$ cat src/rtl/mult_bit_streamer.sv
// Multiplier operand streamer: takes one WIDTH-bit operand per valid/ready handshake
// and emits it LSB-first, one bit per bit_valid/bit_ready beat, tagged with index/last.
module mult_bit_streamer #(
    parameter int WIDTH      = 8,
    parameter int IDX_W      = 3,
    parameter int EARLY_TERM = 0
) (
    input  logic             i_clk,
    input  logic             rst_n,
    input  logic             in_valid,
    output logic             in_ready,
    input  logic [WIDTH-1:0] in_data,
    input  logic             i_abort,
    output logic             bit_valid,
    input  logic             bit_ready,
    output logic             bit_out,
    output logic [IDX_W-1:0] bit_idx,
    output logic             bit_last,
    output logic             o_done
);
    typedef enum logic {IDLE, SHIFT} state_t;

    localparam logic [IDX_W-1:0] LAST_IDX = IDX_W'(WIDTH - 1);

    state_t           state;
    logic [WIDTH-1:0] shreg;
    logic [IDX_W-1:0] idx;
    logic             last_bit;

    // The index limit always ends the stream, so idx can never wrap even with early termination.
    assign last_bit  = (idx == LAST_IDX) || ((EARLY_TERM != 0) && (shreg[WIDTH-1:1] == '0));

    assign in_ready  = (state == IDLE);
    assign bit_valid = (state == SHIFT);
    assign bit_out   = bit_valid & shreg[0];
    assign bit_idx   = idx;
    assign bit_last  = bit_valid & last_bit;

    always_ff @(posedge i_clk or negedge rst_n) begin
        if (!rst_n) begin
            state  <= IDLE;
            shreg  <= '0;
            idx    <= '0;
            o_done <= 1'b0;
        end else begin
            o_done <= 1'b0;
            case (state)
                IDLE: begin
                    if (in_valid) begin
                        shreg <= in_data;
                        idx   <= '0;
                        state <= SHIFT;
                    end
                end
                SHIFT: begin
                    // Abort beats a coincident final handshake: the stream is dropped, not completed.
                    if (i_abort) begin
                        state <= IDLE;
                    end else if (bit_ready) begin
                        if (last_bit) begin
                            state  <= IDLE;
                            o_done <= 1'b1;
                        end else begin
                            shreg <= {1'b0, shreg[WIDTH-1:1]};
                            idx   <= idx + IDX_W'(1);
                        end
                    end
                end
                default: state <= IDLE;
            endcase
        end
    end
endmodule

$ cat config.mk
export PLATFORM = sky130hd
export DESIGN_NAME = mult_bit_streamer
export DESIGN_NICKNAME = d
export VERILOG_FILES = /design/src/rtl/mult_bit_streamer.sv
export SDC_FILE = /design/constraint.sdc
export NUM_CORES = 1
export LEC_CHECK = 0
export BUFFER_PORTS_ARGS = -buffer_cell sky130_fd_sc_hd__buf_2
export CAP_MARGIN = 20
export CORE_AREA = 2 2 39 41
export DETAILED_ROUTE_END_ITERATION = 16
export DIE_AREA = 0 0 41 43
export PLACE_DENSITY_LB_ADDON = 0.12
export SLEW_MARGIN = 20
export SYNTH_ARGS = -nofsm -noshare
export SYNTH_HDL_FRONTEND = slang
export SYNTH_SLANG_ARGS = --single-unit
$ cat constraint.sdc
create_clock -name i_clk -period 2.72 [get_ports i_clk]
set_input_delay 0.544 -clock i_clk [delete_from_list [all_inputs] [get_ports i_clk]]
set_output_delay 0.544 -clock i_clk [all_outputs]
set_load 0.01 [all_outputs]
==> results.md, run 1 <==
- Final core occ: 56.4%
- Initial antenna violation count: 0
- Seq/Total Area, Yosys: 50.9%
- Critical path fanouts, max: 3
- Clk Latency, worst-skew pair: 0.27 ns
- Routed Antenna Nets: 0
- Worst setup path start: bit_idx[0]
- H-tree depth: 1
- First-pass GRT wire length: approximately 1900 um
- NumNets Final: 85
- CTS root buf: clkbuf_4
- WS Path Type: flip-flop to output pin
- Fmax: 527 MHz
- Post-CTS setup buffers: 0
- Boundary Pins: 21
- Worst setup EP type: output pin
- CTS buffer count: 3
- Share of post-route cells with drive strength above 1: 56.5%
- Worst min-delay path class: input port to asynchronous set/reset pin
- Worst-Margin Slew: between 0.4 and 0.5 ns
- Critical Path Sink: bit_last
- Placed cell areas: approximately 750 um^2
- Post-Synthesis Cells: 46
- Critical Path Start Type: flip-flop
- Via count: ~430
- GRT Overall Usage: between 15 and 20%
- Mapped Nets: just over 60
- Number of global-route vias before repair: between 400 and 500
- Ratio of final minimum period to clock period: between 60% and 70%
- Final HPWL DP: between 800 and 900 um
- Post-Layout Cell Count: 85
- TritonCTS clock tree: yes
- PD cells: roughly 720 nW/um^2
- Synthesized area: between 600 and 700 um^2
- Place WS: 1.01 ns
- R2R cell count: 3
- FP Rows: 14
- WL/cell: roughly 14 um
- Final Hold Vio Count: 0
- Worst rel slew slack: roughly 67%
- Worst reg2reg endpoint: shreg[3]
- Die Y-Extent: ~43 um
- Synth Register Bits: 13
- Drt pass-1 iters: 2
- Clock-pin slew on the worst setup and hold paths: 0.08 ns
- Final setup margin: slightly above 0.8 ns
- Pin count of the biggest net entering global routing: 14
- Number of gates resized after cts: 0
- 1st-iter DRT viols: 1
- LEAKAGE: 0.402 nW
- Starting Density: 46.2%
- Register-to-register setup slack: 1.00 ns
- Arr. time, crit path: about 1.4 ns
- RSZ-0062 raised after global routing: no
- Diode count: 0
- Placed insts: approximately 80
- Chip width: between 40 and 50 um
- Detailed-route DRC error count: 0
- CTS max path bufs: 2
- Worst Clk Skew: approximately 0.0012 ns
- Worst hold slack: 0.145 ns
- Final Setup Violations: 0
- Die Area: around 1800 um^2
- Tot Pwr: 0.562 mW
- Placer Congestion: 0.715
- Area growth, synth to finish: 22.1%
- Hold_buf cts: 0
- TNS Setup: 0 ns
- Outcome: complete, no violations
- Origin of the critical flop-to-flop path: bit_valid
- Via/cell ratio: ~5.0
- Area of the core: between 1000 and 1500 um^2
- Critical Path RT: 2.18 ns
- IR drop worst, VDD: 0.336 mV
- Clock sinks: 13
- Pins Over Slew Limit: 0
- GRT overflow: 0
- MaxCap Viol Count: 0
- Final min period: roughly 1.9 ns
- Netlist cell types: 15
- Post-Layout Inst Area: approximately 780 um^2
- Port bufs: 20
- Post-synthesis average cell area: about 14 um^2
- Synth warn: 0
- Final wirelength: around 1200 um
-- state kept, by name, summed over array words and instances, names as in the netlist --
name and cells:
shreg 8, bit_idx 3, bit_valid 1, o_done 1
-- Yosys cell counts --
cell | number | share of area (%)
and4bb_4 | 1 | 2.5
a22o_1 | 2 | 2.7
a211oi_1 | 1 | 1.2
inv_1 | 2 | 1.2
nor2b_1 | 1 | 0.98
buf_2 | 1 | 0.78
and3_1 | 1 | 0.98
and2_1 | 3 | 2.9
a21o_1 | 2 | 2.3
o2bb2ai_1 | 1 | 1.4
ha_1 | 2 | 3.9
dfrtp_1 | 13 | 51
a21oi_4 | 1 | 2.5
mux2_2 | 14 | 25
nand2b_1 | 1 | 0.98
-- report_power, final --
group | total (mW) | internal, mW | switching, mW
combinational | 0.155 | 0.0961 | 0.0593
sequential | 0.289 | 0.251 | 0.0382
clock | 0.117 | 0.0567 | 0.0606
-- placed cells by master (no fill, tap or decap), drive strengths merged, types with 2 or more instances in the layout --
cell / n
a22o: 2
dfrtp: 13
mux2: 14
clkbuf: 4
a21o: 2
and2: 3
ha: 2
buf: 20
inv: 2
-- per-layer routing --
metal	vias up	global-route usage (%)	part of all wire (%)
met5	-	0	0
met4	0	10.0	0.86
met3	2	4.71	4.3
met2	12	24.7	50
met1	198	20.8	45
li1	215	-	-
-- cell type report --
cell class	count	area (um^2)
Sequential cell	13	325
Tap cell	16	20.0
Fill cell	130	603
Multi-Input combinational cell	30	302
Clock buffer	4	26.3
Inverter	2	7.51
Timing Repair Buffer	20	100
-- kinds of logic after synthesis --
kind of cell / share of synthesized area, %
mux: 24.7
flops: 50.9
compound gates: 10.2
simple gates: 8.42
buf+inv: 1.96
fa+ha+maj: 3.91
-- critical path, cell delays in order (launching register included) --
cell and delay (ns):
dfrtp_1 0.40, ha_1 0.20, ha_1 0.20, and2_1 0.15, buf_2 0.13
-- worst min-delay path by stage --
stage | from | to | cells after the start
after CTS | rst_n | bit_idx[2] | 1
after global routing | rst_n | bit_idx[2] | 1
final | rst_n | bit_idx[2] | 1
after detailed placement | rst_n | bit_idx[2] | 1
after global placement | rst_n | bit_idx[2] | 1
after floorplan | rst_n | bit_idx[0] | 0
Power figures use the tool's default switching activity.
==> run 2, diff against run 1 <==
Settings changed: CORE_AREA 2 2 39 41 to not set, CORE_UTILIZATION set to 42, DIE_AREA 0 0 41 43 to not set.
Clock period 2.72 ns to 1.7 ns, I/O delays scaled along.
==> run 2 against run 1 <==
- first-iteration DRC count rose to 8.0 times the previous value
- combinational power is 76% higher
- die area is 4.6% lower
- sequential share of layout area down 1.9 points
- sequential power increased by 54%
- non-clock buffer count increased by 3
- register-to-register slack got worse by 0.95 ns
- clock skew rose by 0.00056 ns
- worst hold slack improved by 0.21 ns
- core utilization is 4.2 points higher
- highest routed layer unchanged
==> results.md, run 2 (synthesis results as in run 1) <==
- Via/cell ratio: 5.24 (+4.3%)
- Chip width: 41.0 um (about the same)
- Final Setup Violations: 0 (unchanged)
- Post-Layout Inst Area: 818 um^2 (+4.8%)
- LEAKAGE: 0.412 nW (+2.6%)
- Worst Clk Skew: 0.00179 ns (+0.000563 ns)
- Worst min-delay path class: input port to flip-flop
- Clk Latency, worst-skew pair: 0.26 ns (about the same)
- Fmax: between 600 and 700 MHz
- Worst setup path start: bit_idx[0]
- Worst rel slew slack: 81.1% (+14 points)
- Register-to-register setup slack: 0.05 ns (-0.95 ns)
- Tot Pwr: 0.901 mW (+60%)
- Placed cell areas: 768 um^2 (+1.8%)
- H-tree depth: 1 (unchanged)
- Area growth, synth to finish: 28.0%
- Place WS: 0.0339 ns (-0.973 ns)
- Clock-pin slew on the worst setup and hold paths: 0.07 ns (about the same)
- CTS max path bufs: 2 (unchanged)
- IR drop worst, VDD: 0.559 mV (+67%)
- CTS root buf: clkbuf_4
- Starting Density: 47.4% (+1.2 points)
- Pin count of the biggest net entering global routing: 14 (unchanged)
- Worst-Margin Slew: 0.283 ns (-0.212 ns)
- Initial antenna violation count: 0 (unchanged)
- Boundary Pins: 21 (unchanged)
- Share of post-route cells with drive strength above 1: 60.3% (+3.8 points)
- First-pass GRT wire length: 1380 um (-27%)
- Critical path fanouts, max: 6 (+3)
- Final HPWL DP: 810 um (-8.6%)
- Worst Hold Depth: 3
- TNS Setup: 0 ns (unchanged)
- WL/cell: 12.2 um (-11%)
- Placer Congestion: 0.650 (-9.1%)
- Largest Register: shreg
- Worst path top cell family by delay: flip-flops
- Routed Antenna Nets: 0 (unchanged)
- Hold path start: i_abort
- Drt pass-1 iters: 4 (+2)
- Port bufs: 20 (unchanged)
- Final wirelength: 1070 um (-7.6%)
- Critical Path RT: 1.86 ns (-0.32 ns)
- 1st-iter DRT viols: 8 (+7)
- Detailed-route DRC error count: 0 (unchanged)
- NumNets Final: 89 (+4.7%)
- Via count: 461 (+8.0%)
- Pins Over Slew Limit: 0 (unchanged)
- PD cells: 1100 nW/um^2 (+53%)
- Final Hold Vio Count: 0 (unchanged)
- GRT Overall Usage: 13.3% (-3.5 points)
- Leading cell type in the layout, fill and taps excluded: buf_2
- Outcome: complete, no violations
- MaxCap Viol Count: 0 (unchanged)
- Critical Path Start Type: flip-flop
- Ratio of final minimum period to clock period: slightly below 100%
- Arr. time, crit path: 1.81 ns (+0.46 ns)
- CP Buf/Inv Count: 0 (-1)
- Die Area: 1680 um^2 (-4.6%)
- CTS buffer count: 3 (unchanged)
- Hold EP: o_done
- TritonCTS clock tree: yes
- FP Rows: 13 (-1)
- Diode count: 0 (unchanged)
- Final setup margin: 0.0481 ns (-0.775 ns)
- Clock sinks: 13 (unchanged)
- GRT overflow: 0 (unchanged)
- Worst hold slack: 0.355 ns (+0.210 ns)
- Worst reg2reg endpoint: shreg[5]
- Worst setup EP type: flip-flop
- Final min period: around 1.7 ns
- Max reg flops: 8 (unchanged)
- Max incr delay on CP: 0.37 ns (-0.03 ns)
- Origin of the critical flop-to-flop path: bit_idx[0]
- R2R cell count: 5 (+2)
- WS Path Type: flip-flop to flip-flop
- Crit path top cell by count: ha_2
- RSZ-0062 raised after global routing: yes
- Cells along the critical path: ha_2 -> ha_2 -> and4bb_4 -> a21oi_2 -> mux2_2
- Die Y-Extent: 41.0 um (-4.6%)
- Commonest non-fill, non-tap cells in the layout: buf_2 (20), mux2_2 (14), dfrtp_1 (13)
- Area of the core: 1350 um^2 (-2.4%)
- Number of global-route vias before repair: 353 (-18%)
- Slowest-stage cell, CP: dfrtp_1
run 2: cell count changes in the layout (fill, tap and decap cells not counted):
cell and delta:
a21oi_2 +1, dlygate4sd3_1 +1, buf_4 +2, ha_2 +2, ha_1 -2
run 2: timing repair:
action                                  CTS  global route
hold endpoints to repair                 13             0
endpoints found under the setup margin    0             8
setup buffers                             0             0
hold buffers                              1             0
resized for setup                         0             2
run 2: power breakdown:
part           internal, mW  switching (mW)
clock network        0.0907          0.0916
registers             0.402          0.0438
logic                 0.167           0.107
run 2: how the worst max path moves through the flow:
stage          endpoint  cells past startpoint  slack [ns]
3_5_place_dp   shreg[5]                      5        0.03
2_1_floorplan  shreg[0]                      5        0.09
4_1_cts        bit_last                      4       0.009
3_3_place_gp   shreg[4]                      5        0.07
5_1_grt        shreg[3]                      5       -0.02
6_report       shreg[5]                      5        0.05
run 2: per-layer routing:
layer / vias to the layer above / wire length (um) / global-route usage (%)
li1: 224 / - / -
met4: 0 / 7 / 10.0
met2: 15 / 520 / 21.1
met3: 2 / 55 / 3.26
met1: 220 / 490 / 15.3
met5: - / 0 / 0
run 2: tightest hold or removal path, cell delays in order:
cell      delay [ns]
buf_2           0.08
nand2b_1        0.12
nor2b_1         0.05
run 2: final cells by class:
| type | count | area [um^2] |
|---|---|---|
| fill | 125 | 532 |
| timing repair buffer | 23 | 125 |
| multi-input combinational | 31 | 315 |
| tap | 15 | 18.8 |
| sequential | 13 | 325 |
| clock buffer | 4 | 26.3 |
| inverter | 2 | 7.51 |
run 2: per-stage QoR:
stage          util [%]  cells
4_1_cts            59.6     87
3_3_place_gp       56.9     82
3_5_place_dp       56.9     82
2_1_floorplan         -     46
6_report           60.6     88
5_1_grt            60.6     88
